<file path="src/rtl/gbar_sync_unit.sv">
// gbar_sync_unit: global barrier synchronisation across NUM_SOCKETS sockets
// for NUM_BARRIERS independent slots, with optional hierarchical forwarding.
//
// Ports:
//   clk, reset             clock, synchronous active-high reset
//   req_valid/req_ready    socket arrival handshake
//   req_id                 barrier slot of the arrival
//   req_size_m1            participating sockets minus one
//   req_socket_id          arriving socket
//   rsp_valid/rsp_id       one-cycle release broadcast
//   up_req_valid/ready/id  forward of a locally complete barrier to the parent
//   up_rsp_valid/id        parent release pulse
//   err                    sticky protocol error
//   busy                   any slot active or a release pending
module gbar_sync_unit #(
    parameter int NUM_SOCKETS  = 4,
    parameter int NUM_BARRIERS = 8,
    parameter int HIERARCHICAL = 0,
    parameter int ID_W = (NUM_BARRIERS > 1) ? $clog2(NUM_BARRIERS) : 1,
    parameter int SK_W = (NUM_SOCKETS > 1) ? $clog2(NUM_SOCKETS) : 1
) (
    input  logic            clk,
    input  logic            reset,
    input  logic            req_valid,
    input  logic [ID_W-1:0] req_id,
    input  logic [SK_W-1:0] req_size_m1,
    input  logic [SK_W-1:0] req_socket_id,
    output logic            req_ready,
    output logic            rsp_valid,
    output logic [ID_W-1:0] rsp_id,
    output logic            up_req_valid,
    output logic [ID_W-1:0] up_req_id,
    input  logic            up_req_ready,
    input  logic            up_rsp_valid,
    input  logic [ID_W-1:0] up_rsp_id,
    output logic            err,
    output logic            busy
);

    typedef enum logic [1:0] {
        S_IDLE,
        S_COLLECT,
        S_UP_REQ,
        S_UP_WAIT
    } slot_state_e;

    slot_state_e            state_q [NUM_BARRIERS];
    slot_state_e            state_d [NUM_BARRIERS];
    logic [NUM_SOCKETS-1:0] mask_q  [NUM_BARRIERS];
    logic [NUM_SOCKETS-1:0] mask_d  [NUM_BARRIERS];
    logic [SK_W-1:0]        size_q  [NUM_BARRIERS];
    logic [SK_W-1:0]        size_d  [NUM_BARRIERS];

    logic            rsp_valid_q, rsp_valid_d;
    logic [ID_W-1:0] rsp_id_q, rsp_id_d;
    logic            up_req_valid_q, up_req_valid_d;
    logic [ID_W-1:0] up_req_id_q, up_req_id_d;
    logic            err_q, err_d;
    logic            busy_q, busy_d;

    logic                   sock_ok;
    logic [NUM_SOCKETS-1:0] sock_bit;
    logic [NUM_SOCKETS-1:0] cur_mask;
    logic [NUM_SOCKETS-1:0] new_mask;
    logic [SK_W-1:0]        size_sel;
    logic                   take;

    function automatic logic [SK_W:0] popcnt(input logic [NUM_SOCKETS-1:0] m);
        logic [SK_W:0] c;
        c = '0;
        for (int i = 0; i < NUM_SOCKETS; i++) begin
            c = c + (SK_W+1)'(m[i]);
        end
        return c;
    endfunction

    assign req_ready = (state_q[req_id] == S_IDLE) ||
                       (state_q[req_id] == S_COLLECT);

    always_comb begin
        state_d        = state_q;
        mask_d         = mask_q;
        size_d         = size_q;
        rsp_valid_d    = 1'b0;
        rsp_id_d       = rsp_id_q;
        up_req_valid_d = up_req_valid_q;
        up_req_id_d    = up_req_id_q;
        err_d          = err_q;
        busy_d         = 1'b0;

        sock_ok  = int'(req_socket_id) < NUM_SOCKETS;
        sock_bit = '0;
        if (sock_ok) begin
            sock_bit[req_socket_id] = 1'b1;
        end
        cur_mask = mask_q[req_id];
        new_mask = cur_mask | sock_bit;
        // A fresh slot takes its size from this arrival; later ones keep it.
        size_sel = (state_q[req_id] == S_IDLE) ? req_size_m1 : size_q[req_id];

        if (req_valid && req_ready) begin
            if (!sock_ok || (cur_mask & sock_bit) != '0) begin
                err_d = 1'b1;
            end else begin
                if (state_q[req_id] == S_COLLECT &&
                    req_size_m1 != size_q[req_id]) begin
                    err_d = 1'b1;
                end
                size_d[req_id] = size_sel;
                // count > size_m1 is count >= size_m1 + 1
                if (popcnt(new_mask) > {1'b0, size_sel}) begin
                    mask_d[req_id] = '0;
                    if (HIERARCHICAL != 0) begin
                        state_d[req_id] = S_UP_REQ;
                    end else begin
                        state_d[req_id] = S_IDLE;
                        rsp_valid_d     = 1'b1;
                        rsp_id_d        = req_id;
                    end
                end else begin
                    mask_d[req_id]  = new_mask;
                    state_d[req_id] = S_COLLECT;
                end
            end
        end

        take = up_req_valid_q && up_req_ready;
        if (take) begin
            state_d[up_req_id_q] = S_UP_WAIT;
        end

        if (up_rsp_valid) begin
            if (HIERARCHICAL != 0 && state_q[up_rsp_id] == S_UP_WAIT) begin
                state_d[up_rsp_id] = S_IDLE;
                rsp_valid_d        = 1'b1;
                rsp_id_d           = up_rsp_id;
            end else begin
                err_d = 1'b1;
            end
        end

        // Re-arbitrate only when no forward is held, so it stays stable.
        if (HIERARCHICAL != 0 && (!up_req_valid_q || take)) begin
            up_req_valid_d = 1'b0;
            for (int i = NUM_BARRIERS - 1; i >= 0; i--) begin
                if (state_d[i] == S_UP_REQ) begin
                    up_req_valid_d = 1'b1;
                    up_req_id_d    = ID_W'(i);
                end
            end
        end

        busy_d = rsp_valid_d;
        for (int i = 0; i < NUM_BARRIERS; i++) begin
            if (state_d[i] != S_IDLE) begin
                busy_d = 1'b1;
            end
        end
    end

    always_ff @(posedge clk) begin
        if (reset) begin
            for (int i = 0; i < NUM_BARRIERS; i++) begin
                state_q[i] <= S_IDLE;
                mask_q[i]  <= '0;
                size_q[i]  <= '0;
            end
            rsp_valid_q    <= 1'b0;
            rsp_id_q       <= '0;
            up_req_valid_q <= 1'b0;
            up_req_id_q    <= '0;
            err_q          <= 1'b0;
            busy_q         <= 1'b0;
        end else begin
            state_q        <= state_d;
            mask_q         <= mask_d;
            size_q         <= size_d;
            rsp_valid_q    <= rsp_valid_d;
            rsp_id_q       <= rsp_id_d;
            up_req_valid_q <= up_req_valid_d;
            up_req_id_q    <= up_req_id_d;
            err_q          <= err_d;
            busy_q         <= busy_d;
        end
    end

    assign rsp_valid    = rsp_valid_q;
    assign rsp_id       = rsp_id_q;
    assign up_req_valid = up_req_valid_q;
    assign up_req_id    = up_req_id_q;
    assign err          = err_q;
    assign busy         = busy_q;

endmodule
</file>
<file path="config.mk">
export PLATFORM = sky130hd
export DESIGN_NAME = gbar_sync_unit
export DESIGN_NICKNAME = d
export VERILOG_FILES = /design/src/rtl/gbar_sync_unit.sv
export SDC_FILE = /design/constraint.sdc
export NUM_CORES = 1
export LEC_CHECK = 0
export ABC_AREA = 1
export CAP_MARGIN = 10
export CORE_ASPECT_RATIO = 0.5
export CORE_MARGIN = 5
export CORE_UTILIZATION = 55
export CTS_BUF_LIST = sky130_fd_sc_hd__clkbuf_8
export DETAILED_ROUTE_END_ITERATION = 8
export DONT_BUFFER_PORTS = 1
export PLACE_DENSITY = 0.75
export REMOVE_ABC_BUFFERS = 1
export SYNTH_ARGS = -nofsm -noshare
export SYNTH_HDL_FRONTEND = slang
export SYNTH_SLANG_ARGS = --single-unit
</file>
<file path="constraint.sdc">
create_clock -name clk -period 4.1 [get_ports clk]
set_input_delay 0.205 -clock clk [delete_from_list [all_inputs] [get_ports clk]]
set_output_delay 0.205 -clock clk [all_outputs]
set_load 0.05 [all_outputs]
</file>
==> results.md, run 1 <==
* Status: finished clean
* Area of the mapped netlist at 0.00357 sq mm
* Ys Warns at 0
* Final hold vios at 0
* Synth Area per Inst at 6.81 sq um
* Hold Crit Start: req_id[2]
* Die width at 124 microns
* Total CTS buffers at 9
* Pre-CTS setup slack at 0.599 ns
* Max stage delay on crit path at 0.57 ns
* TritonCTS clock tree: done
* Post-synth EDFFs at 0
* R2R setup slack at 0.64 ns
* CP Capture Type: flip-flop
* # diodes at 0
* H-Tree Depth at 3
* Clock skew at 0.00615 ns
* Wire per inst at 13.7 microns
* Detail Route Antenna Nets at 0
* PnR worst setup slack at 0.639 ns
* Final period util at 0.844
* Global placement routability congestion at 0.850
* Final setup violation count at 0
* Setup TNS Final at 0 ns
* Worst min path class: in2reg
* Worst-skew pair later-pin latency at 0.35 ns
* Die Area at 0.00830 sq mm
* Initial Util at 0.578
* R2R depth at 21
* Cell area power density at 433 mW/mm^2
* Pint at 1090 uW
* Post-synth ARST share at 0
* Clk sinks at 70
* RSZ-0062 raised after global routing: no
* Max layer used: met4
* Worst Tran Pin Value at 1.15 ns
* Ys flop type: dfxtp_1
* DRT iter0 DRCs at 240
* Critical-path top delay cell: fa_1
* Area of the core at 0.00618 sq mm
* Port bufs at 0
* Seq cells post-synth at 70
* Reg-to-Reg Start: mask_q[24]$_SDFFE_PP0P_
* Initial antenna violation count at 0
* Total track usage at 0.218
* Worst path required time at 4.31 ns
* Layout cell share with drive strength beyond 1 at 0.0771
* Metal3 WL at 754 microns
* Post-cts sizing count at 0
* Seq/Total Area, Yosys at 0.393
* Cell variety after synth at 35
* DR vias at 3186
* Hold Path End: rsp_id[2]$_SDFFE_PP0P_
* Die H at 67.0 microns
* Fin. max-slew vios at 0
* Total Wirelength at 8.30 mm
* Critical path fanouts, max at 11
* Sequential share of power at 0.465
* Buffers & Inverters on Critical Path at 5
* DR WL met2 at 3.56 mm
* Filler cell count at 613
* Post-Synthesis Cells at 524
* CP cell instances: inv_1 > nand2_1 > nand3_1 > nand2_1 > nor2_1 > nand2_1 > fa_1 > ha_1 > inv_1 > fa_1 > inv_1 > nand3b_1 > a32oi_1 > buf_4 > inv_1 > nand4_1 > nand3_1 > nor2_1 > nand2_1 > nor2_1 > nor2_1
* Crit path kind: reg2reg
* Layout net count at 534
* Site Rows at 20
* Clk buf depth at 2
* Sw frac at 0.328
* Layout area overhead at 5.05%
* Lkg Pwr at 0.00165 uW
* FMAX at 0.289 GHz
* Post-route DRC at 0
* GRT Residual Overflow at 0
* Relative slew slack at 0.233
* Clock Pin Slew Worst Setup and Hold Paths at 0.08 ns
* Hold Path Stages at 2
* Reg-to-Reg End: busy$_SDFF_PP0_
* Wire length on met1 at 3.89 mm
* Comb power frac at 0.191
* Cell family with most CP delay: adder cells
* First-pass GRT wire length at 13.7 mm
* Max-Cap Viols at 0
* Fin crit period at 3.46 ns
* DR pass1 iterations at 5
* Clock power share at 0.344
* CP startpoint kind: flip-flop
* Vias per Instance at 5.25
* Largest net degree at the start of global routing at 47
* Psw at 532 uW
* CP Data Arrival Time at 3.67 ns
* Vias in the first global route at 2974
* Io pins at 26
* VDD IR max at 272 uV
* CTS Root Cell: clkbuf_8
* HPWL after DPL at 5.69 mm
## synth_stat cells, drive strengths merged, types with 2 or more instances
master | number | share of area
nand2 | 99 | 0.11
a21oi | 58 | 0.082
clkbuf | 9 | 0.0095
inv | 93 | 0.098
nand3 | 35 | 0.053
o21ai | 52 | 0.074
fa | 2 | 0.011
nand4 | 9 | 0.016
nor3 | 2 | 0.0028
o22ai | 5 | 0.0088
dfxtp | 70 | 0.39
ha | 3 | 0.011
buf | 18 | 0.037
nor2 | 59 | 0.077
## worst register-to-register path, cell delays in order, from the launching register on
cell and delay, ns:
dfxtp_1 0.30, inv_1 0.07, nand2_1 0.06, nand3_1 0.08, nand2_1 0.08, nor2_1 0.14, nand2_1 0.12, fa_1 0.57
ha_1 0.19, inv_1 0.06, fa_1 0.43, inv_1 0.08, nand3b_1 0.07, a32oi_1 0.17, buf_4 0.22, inv_1 0.14
nand4_1 0.14, nand3_1 0.08, nor2_1 0.11, nand2_1 0.07, nor2_1 0.09, nor2_1 0.05
## metrics by stage
step,area [sq um],hold WS (ns),cells,total power [uW],util
after CTS,3750,0.0106,607,1620,0.607
after detailed placement,3540,0.278,590,1070,0.573
final,3750,0.0180,607,1620,0.607
after floorplan,3410,0.274,500,978,-
after global placement,3540,0.277,590,1060,0.573
after global routing,3750,0.0256,607,1710,0.607
## worst max-delay path by stage
stage	from	cells past startpoint	slack, ns	endpoint
global placement	req_id[0]	17	0.69	mask_q[18]$_SDFFE_PP0P_
CTS	mask_q[24]$_SDFFE_PP0P_	17	0.66	mask_q[22]$_SDFFE_PP0P_
detailed placement	req_id[0]	17	0.60	mask_q[22]$_SDFFE_PP0P_
global route	mask_q[24]$_SDFFE_PP0P_	21	0.21	busy$_SDFF_PP0_
finish	mask_q[24]$_SDFFE_PP0P_	21	0.64	busy$_SDFF_PP0_
floorplan	req_id[0]	20	0.74	busy$_SDFF_PP0_
## sequential cells by signal, summed over array words and instances (netlist names)
signal and count:
rsp_id 3, err 1, busy 1, state_q 16, mask_q 32, size_q 16
rsp_valid 1
## cell type report
| type | count | area (sq um) | area share |
|---|---|---|---|
| Clock buffer | 10 | 138 | 0.0367 |
| Clock inverter | 6 | 62.6 | 0.0167 |
| Inverter | 94 | 357 | 0.0951 |
| Multi-Input combinational cell | 336 | 1660 | 0.442 |
| Sequential cell | 70 | 1400 | 0.374 |
| Tap cell | 88 | 110 | 0.0294 |
| Timing Repair Buffer | 3 | 25.0 | 0.00667 |
## power groups by stage
stage	clock (uW)	sequential (uW)	combinational [uW]
3_5_place_dp	0	770	297
5_1_grt	604	757	353
2_1_floorplan	0	767	211
4_1_cts	564	755	305
3_3_place_gp	0	770	292
6_report	559	755	309
## timing repair
| action | CTS | global route |
|---|---|---|
| buffers inserted | 0 | 0 |
| hold buffers | 1 | 0 |
| endpoints found under the hold margin | 24 | 0 |
## metal layers
| layer | vias up | GRT usage |
|---|---|---|
| met5 | - | 0 |
| met4 | 0 | 0.0587 |
| met3 | 10 | 0.0687 |
| met2 | 113 | 0.347 |
| met1 | 1429 | 0.285 |
| li1 | 1634 | - |
## placed cells by master, fill, tap and decap left out, types with 2 or more instances in the layout
cell type	netlist	layout
nand2_1	97	97
inv_1	86	87
dfxtp_1	70	70
a21oi_1	57	57
nor2_1	51	51
o21ai_0	47	47
nand3_1	32	32
clkbuf_8	0	10
nand4_1	9	9
nor2_4	7	7
inv_2	6	6
o22ai_1	5	5
o21ai_1	4	4
conb_1	1	4
nand3_2	3	3
ha_1	3	3
nand2_2	2	2
nor3_1	2	2
clkinv_2	1	2
fa_1	2	2
clkinvlp_4	0	2
buf_4	7	2
## cell families (layout without fill, tap and decap cells)
group	after synthesis	count (layout)	synth area share
AND/OR/NAND/NOR	206	206	0.259
buffers and inverters	121	113	0.147
AO/OA/AOI/OAI	119	119	0.175
flip-flops	70	70	0.393
adder cells (fa/ha/maj)	5	5	0.0217
XOR/XNOR	2	2	0.00491
other	1	4	0.00105
Power figures use the tool's default switching activity.
==> run 2, diff against run 1 <==
Settings changed: PLACE_DENSITY 0.75 to 0.78.
Clock period 4.1 ns to 2.9 ns, I/O delays scaled along.
==> run 2 against run 1 <==
  * Sequential power up 42%
  * First-iteration DRC count up 110%
  * Clock power up 25%
  * Cell count up 11%
  * Critical endpoint is now mask_q[21]$_SDFFE_PP0P_
  * Setup slack worse by 1.2 ns
  * Highest routed layer unchanged
  * Clock skew up 0.0057 ns
  * Maximum frequency up 0.24%
  * Die area unchanged
  * Core utilization up 15 points
  * Design area up 25%
  * Sequential share of layout area down 7.4 points
  * The flow now finishes with violations (negative hold slack, negative setup slack)
  * Critical path depth down 1
==> results.md, run 2 (synthesis gave the netlist of run 1 again) <==
* Status: complete, but fails checks
* Failing checks: negative hold slack, negative setup slack
* CP Data Arrival Time at 3.68 ns (about the same)
* CP Capture Type: flip-flop
* PnR worst setup slack at -0.552 ns (-1.19 ns)
* Worst-skew pair later-pin latency at 0.37 ns (+0.02 ns)
* GRT Residual Overflow at 0 (unchanged)
* Dpl cells at 630 (+6.8%)
* Max stage delay on crit path at 0.58 ns (about the same)
* Total power at 2720 uW (+68%)
* DP Area at 0.00384 sq mm (+8.5%)
* Total Wirelength at 11.5 mm (+39%)
* Clock Pin Slew Worst Setup and Hold Paths at 0.08 ns (about the same)
* CP cell instances: inv_2 > nand2_2 > nand3_2 > nand2_2 > nor2_4 > nand2_2 > fa_1 > ha_2 > inv_2 > fa_1 > inv_2 > nand3b_1 > a32oi_2 > buf_4 > inv_6 > buf_6 > nand2_8 > inv_8 > o21ai_1 > a21oi_1
* Detail Route Antenna Nets at 0 (unchanged)
* Layout net count at 602 (+13%)
* Global placement routability congestion at 0.999 (+18%)
* Cell area power density at 582 mW/mm^2 (+34%)
* Largest register by flop count: mask_q
* Fin. max-slew vios at 0 (unchanged)
* Die Area at 0.00830 sq mm (unchanged)
* Fin crit period at 3.45 ns (-0.00834 ns)
* Critical-path top delay cell: fa_1
* Lkg Pwr at 0.00208 uW (+26%)
* Reg-to-Reg Start: mask_q[1]$_SDFFE_PP0P_
* Crit path to: mask_q[21]$_SDFFE_PP0P_
* Reg-to-Reg End: mask_q[21]$_SDFFE_PP0P_
* DRT iter0 DRCs at 496 (+110%)
* Site Rows at 20 (unchanged)
* Cts hold-fix bufs at 11 (+10)
* Die H at 67.0 microns (unchanged)
* Layout area overhead at 31.1%
* Io pins at 26 (unchanged)
* Relative slew slack at 0.469 (+0.237)
* Max-Cap Viols at 0 (unchanged)
* Crit path kind: reg2reg
* R2R setup slack at -0.55 ns (-1.19 ns)
* Layout cell share with drive strength beyond 1 at 0.315 (+0.238)
* Critical Path Source: mask_q[1]$_SDFFE_PP0P_
* Worst path required time at 3.13 ns (-1.18 ns)
* H-Tree Depth at 3 (unchanged)
* HPWL after DPL at 6.41 mm (+13%)
* Hold_ws at -0.163 ns (-0.181 ns)
* Die width at 124 microns (unchanged)
* Area of the multi-input gates at 0.00200 sq mm (+21%)
* Final hold vios at 13 (+13)
* Vias per Instance at 5.73 (+9.3%)
* FMAX at 0.290 GHz (+0.24%)
* FF/Latch Area at 0.00141 sq mm (+0.27%)
* DR vias at 3871 (+22%)
* Hold Path Stages at 1 (-1)
* Worst Tran Pin Value at 0.791 ns (-0.359 ns)
* Filler cell count at 416 (-32%)
* Initial Util at 0.578 (unchanged)
* Commonest non-fill, non-tap cell in the layout: nand2_1
* Clk buf depth at 2 (unchanged)
* First-pass GRT wire length at 15.7 mm (+15%)
* Largest regs: mask_q x32, size_q x16, state_q x16
* R2R depth at 20 (-4.8%)
* # diodes at 0 (unchanged)
* Vias in the first global route at 3328 (+12%)
* Critical path fanouts, max at 7 (-4)
* Total track usage at 0.251 (+0.0336)
* Largest net degree at the start of global routing at 47 (unchanged)
* CP startpoint kind: flip-flop
* Clk sinks at 70 (unchanged)
* DR pass1 iterations at 5 (unchanged)
* Finished layout cell area at 0.00468 sq mm (+25%)
* Max reg flops at 32 (unchanged)
* Final setup violation count at 46 (+46)
* Most frequent cells in the layout: nand2_1, inv_1, dfxtp_1
* Initial antenna violation count at 0 (unchanged)
* Total CTS buffers at 9 (unchanged)
* VDD IR max at 404 uV (+48%)
* Port bufs at 0 (unchanged)
* RSZ-0062 raised after global routing: yes
* TritonCTS clock tree: done
* Clock skew at 0.0118 ns (+0.00565 ns)
* Post-route DRC at 0 (unchanged)
* Area of the core at 0.00618 sq mm (unchanged)
* Wire per inst at 17.0 microns (+25%)
* Final Non-Filler Cells at 675 (+11%)
* Final period util at 1.19 (+0.346)
* Worst min path class: in2reg
* CTS Root Cell: clkbuf_8
run 2: changes by cell type in the layout (fill, tap and decap cells not counted), sizes merged:
cell	change
bufinv	-1
clkinv	+2
clkinvlp	-1
dlygate4sd3	+10
buf	+58
run 2: worst min path at each step:
stage	to	startpoint	slack (ns)
CTS	rsp_id[2]$_SDFFE_PP0P_	reset	-0.17
finish	rsp_valid$_SDFF_PP0_	reset	-0.16
floorplan	err$_SDFFE_PP0P_	reset	0.21
global route	rsp_id[2]$_SDFFE_PP0P_	reset	-0.18
detailed placement	rsp_id[2]$_SDFFE_PP0P_	reset	0.22
global placement	rsp_id[2]$_SDFFE_PP0P_	reset	0.22
run 2: critical path, delay by kind of cell, from the launching register on:
family	cells	cell delay, ns
flops	1	0.33
simple gates	7	0.64
fa+ha+maj	3	1.25
buf+inv	7	0.58
compound gates	3	0.49
run 2: repair_timing:
action                                 CTS  global route
endpoints found under the hold margin   24            13
setup endpoints to repair               41            46
pin swaps                               26            35
setup buffers                            9            11
resized for setup                       61            90
run 2: final cells by class:
| class | instances | area share |
|---|---|---|
| clock buffers | 10 | 0.0294 |
| well taps | 88 | 0.0235 |
| multi-input cells | 336 | 0.427 |
| repair buffers | 71 | 0.132 |
| flip-flops and latches | 70 | 0.300 |
| inverters | 94 | 0.0815 |
| clock inverters | 6 | 0.00642 |
run 2: metal layers:
| metal | GRT usage | wire length (microns) | vias to the layer above |
|---|---|---|---|
| met4 | 0.105 | 456 | 0 |
| met1 | 0.309 | 4510 | 1784 |
| li1 | - | - | 1779 |
| met5 | 0 | 0 | - |
| met3 | 0.0865 | 1220 | 63 |
| met2 | 0.403 | 5320 | 245 |
run 2: per-stage QoR:
step,setup TNS [ns],setup slack [ns],util
floorplan,-10.14,-0.411,-
global placement,-5.09,-0.223,0.621
detailed placement,-6.91,-0.278,0.621
CTS,-8.19,-0.304,0.689
global route,-25.83,-0.729,0.757
finish,-19.24,-0.552,0.757
run 2: power breakdown:
group / total (uW) / switching, uW / internal [uW]
logic: 953 / 548 / 405
registers: 1070 / 66.3 / 1000
clock network: 701 / 378 / 323
total: 2720 / 993 / 1730
==> run 3, diff against run 2 <==
Settings changed: PLACE_DENSITY 0.78 to 0.75.
Clock period 2.9 ns to 3.65 ns, I/O delays scaled along.
==> run 3 against run 2 <==
  * Die area is the same
  * Setup slack gained 0.81 ns
  * Clock skew shrank 0.0038 ns
  * Critical path depth grew 1
  * Worst hold slack gained 0.36 ns
  * Flip-flop and latch count is the same
  * Combinational power shrank 58%
  * Sequential share of layout area grew 6.3 points
  * Wire length shrank 27%
  * Register-to-register slack gained 0.81 ns
  * The flow now finishes without violations
  * Cell count shrank 8.9%
  * Highest routed layer unchanged
==> results.md, run 3 (synthesis gave the netlist of run 1 again) <==
* Global placement routability congestion at 0.868 (-13%)
* Critical path's most frequent cell: nand2_1
* TritonCTS clock tree: done
* Clock skew at 0.00802 ns (-0.00378 ns)
* VDD IR max at 470 uV (+16%)
* Status: finished clean
* Detail Route Antenna Nets at 0 (unchanged)
* Hold_ws at 0.199 ns (+0.362 ns)
* Relative slew slack at 0.250 (-0.219)
* Worst path required time at 3.88 ns (+0.75 ns)
* # diodes at 0 (unchanged)
* Largest register by flop count: mask_q
* Final setup violation count at 0 (-100%)
* Vias per Instance at 5.18 (-9.7%)
* Max stage delay on crit path at 0.56 ns (-0.02 ns)
* DR vias at 3184 (-18%)
* Die H at 67.0 microns (unchanged)
* Worst-skew pair later-pin latency at 0.36 ns (about the same)
* Critical Path Source: mask_q[28]$_SDFFE_PP0P_
* Crit path kind: reg2reg
* Reg-to-Reg Start: mask_q[28]$_SDFFE_PP0P_
* Hold Path Stages at 4 (+3)
* Layout area overhead at 8.17%
* Most frequent cells in the layout: nand2_1, inv_1, dfxtp_1
* Critical path fanouts, max at 6 (-1)
* Max-Cap Viols at 0 (unchanged)
* Final period util at 0.929 (-0.261)
* CP Data Arrival Time at 3.62 ns (-0.06 ns)
* CP cell instances: inv_1 > nand2_1 > nand3_1 > nand2_1 > nor2_1 > nand2_1 > fa_1 > ha_1 > inv_1 > fa_1 > inv_1 > nand3b_1 > a32oi_2 > buf_6 > nand3_1 > nand2_1 > nand3_1 > nor2_1 > nand2_1 > nor2_1 > nor2_1
* Site Rows at 20 (unchanged)
* Post-route DRC at 0 (unchanged)
* Total track usage at 0.223 (-0.0285)
* Critical-path top delay cell: fa_1
* Lkg Pwr at 0.00170 uW (-18%)
* HPWL after DPL at 5.72 mm (-11%)
* Final hold vios at 0 (-13)
* Vias in the first global route at 2953 (-11%)
* Port bufs at 0 (unchanged)
* Io pins at 26 (unchanged)
* Die width at 124 microns (unchanged)
* First-pass GRT wire length at 14.0 mm (-11%)
* Max reg flops at 32 (unchanged)
* CP Capture Type: flip-flop
* Area of the core at 0.00618 sq mm (unchanged)
* Total Wirelength at 8.43 mm (-27%)
* DR pass1 iterations at 5 (unchanged)
* Largest regs: mask_q x32, size_q x16, state_q x16
* Wire per inst at 13.7 microns (-20%)
* H-Tree Depth at 3 (unchanged)
* Total power at 1950 uW (-29%)
* Layout cell share with drive strength beyond 1 at 0.0930 (-0.222)
* Reg-to-Reg End: busy$_SDFF_PP0_
* Pre-CTS setup slack at 0.198 ns (+0.476 ns)
* Worst min path class: in2reg
* PnR worst setup slack at 0.258 ns (+0.811 ns)
* Fin. max-slew vios at 0 (unchanged)
* Total CTS buffers at 9 (unchanged)
* GRT Residual Overflow at 0 (unchanged)
* R2R depth at 21 (+5.0%)
* CP startpoint kind: flip-flop
* Clock Pin Slew Worst Setup and Hold Paths at 0.08 ns (about the same)
* CTS Root Cell: clkbuf_8
* Utilization after layout at 0.625 (-0.133)
* Cell area power density at 504 mW/mm^2 (-13%)
* Die Area at 0.00830 sq mm (unchanged)
* Clk buf depth at 2 (unchanged)
* Hold Path End: size_q[2]$_SDFFE_PP0P_
* Hold Crit Start: req_id[0]
* Fin crit period at 3.39 ns (-0.0606 ns)
* Initial antenna violation count at 0 (unchanged)
* Filler cell count at 587 (+41%)
* DRT iter0 DRCs at 227 (-54%)
* Clk sinks at 70 (unchanged)
* R2R setup slack at 0.26 ns (+0.81 ns)
* Final Non-Filler Cells at 615 (-8.9%)
* Commonest non-fill, non-tap cell in the layout: nand2_1
* Layout net count at 542 (-10%)
* Initial Util at 0.578 (unchanged)
* FMAX at 0.295 GHz (+1.8%)
* Worst Tran Pin Value at 1.12 ns (+0.332 ns)
* Largest net degree at the start of global routing at 47 (unchanged)
* Dpl cells at 592 (-6.0%)
[run 3: layout make-up]
class                           instances  area [sq um]  area share
Sequential cell                        70          1400       0.363
Inverter                               94           357      0.0924
Clock inverter                          6          85.1      0.0220
Timing Repair Buffer                   11          98.8      0.0256
Multi-Input combinational cell        336          1670       0.433
Tap cell                               88           110      0.0285
Clock buffer                           10           138      0.0356
[run 3: metrics by stage]
step	instance area, sq um	setup TNS [ns]
floorplan	3410	0
global placement	3550	0
detailed placement	3550	0
CTS	3830	0
global route	3860	-0.0443
finish	3860	0
[run 3: worst max-delay path by stage]
stage                                  to  slack (ns)
after CTS                 busy$_SDFF_PP0_        0.25
after floorplan           busy$_SDFF_PP0_        0.31
final                     busy$_SDFF_PP0_        0.26
after global routing      busy$_SDFF_PP0_       -0.04
after detailed placement  busy$_SDFF_PP0_        0.20
after global placement    busy$_SDFF_PP0_        0.22
[run 3: report_power, final]
part	total (uW)	switching, uW	internal [uW]
Combinational	399	264	135
Clock	701	300	400
Sequential	847	50.1	797
[run 3: critical path: cells and delay by family, from the launching register on]
kind / cells / cell delay, ns
fa+ha+maj: 3 / 1.16
buf+inv: 4 / 0.37
compound gates: 1 / 0.25
simple gates: 13 / 1.19
flops: 1 / 0.30
[run 3: repair_timing]
action | 4_1_cts | 5_1_grt
setup endpoints to repair | 0 | 1
endpoints found under the hold margin | 24 | 0
resized for setup | 0 | 5
setup buffers | 0 | 2
hold buffers | 5 | 0
[run 3: per-layer routing]
metal | track usage | vias to the layer above | part of all wire
li1 | - | 1651 | -
met1 | 0.299 | 1423 | 0.48
met2 | 0.332 | 95 | 0.43
met3 | 0.0662 | 15 | 0.070
met4 | 0.0941 | 0 | 0.018
met5 | 0 | - | 0
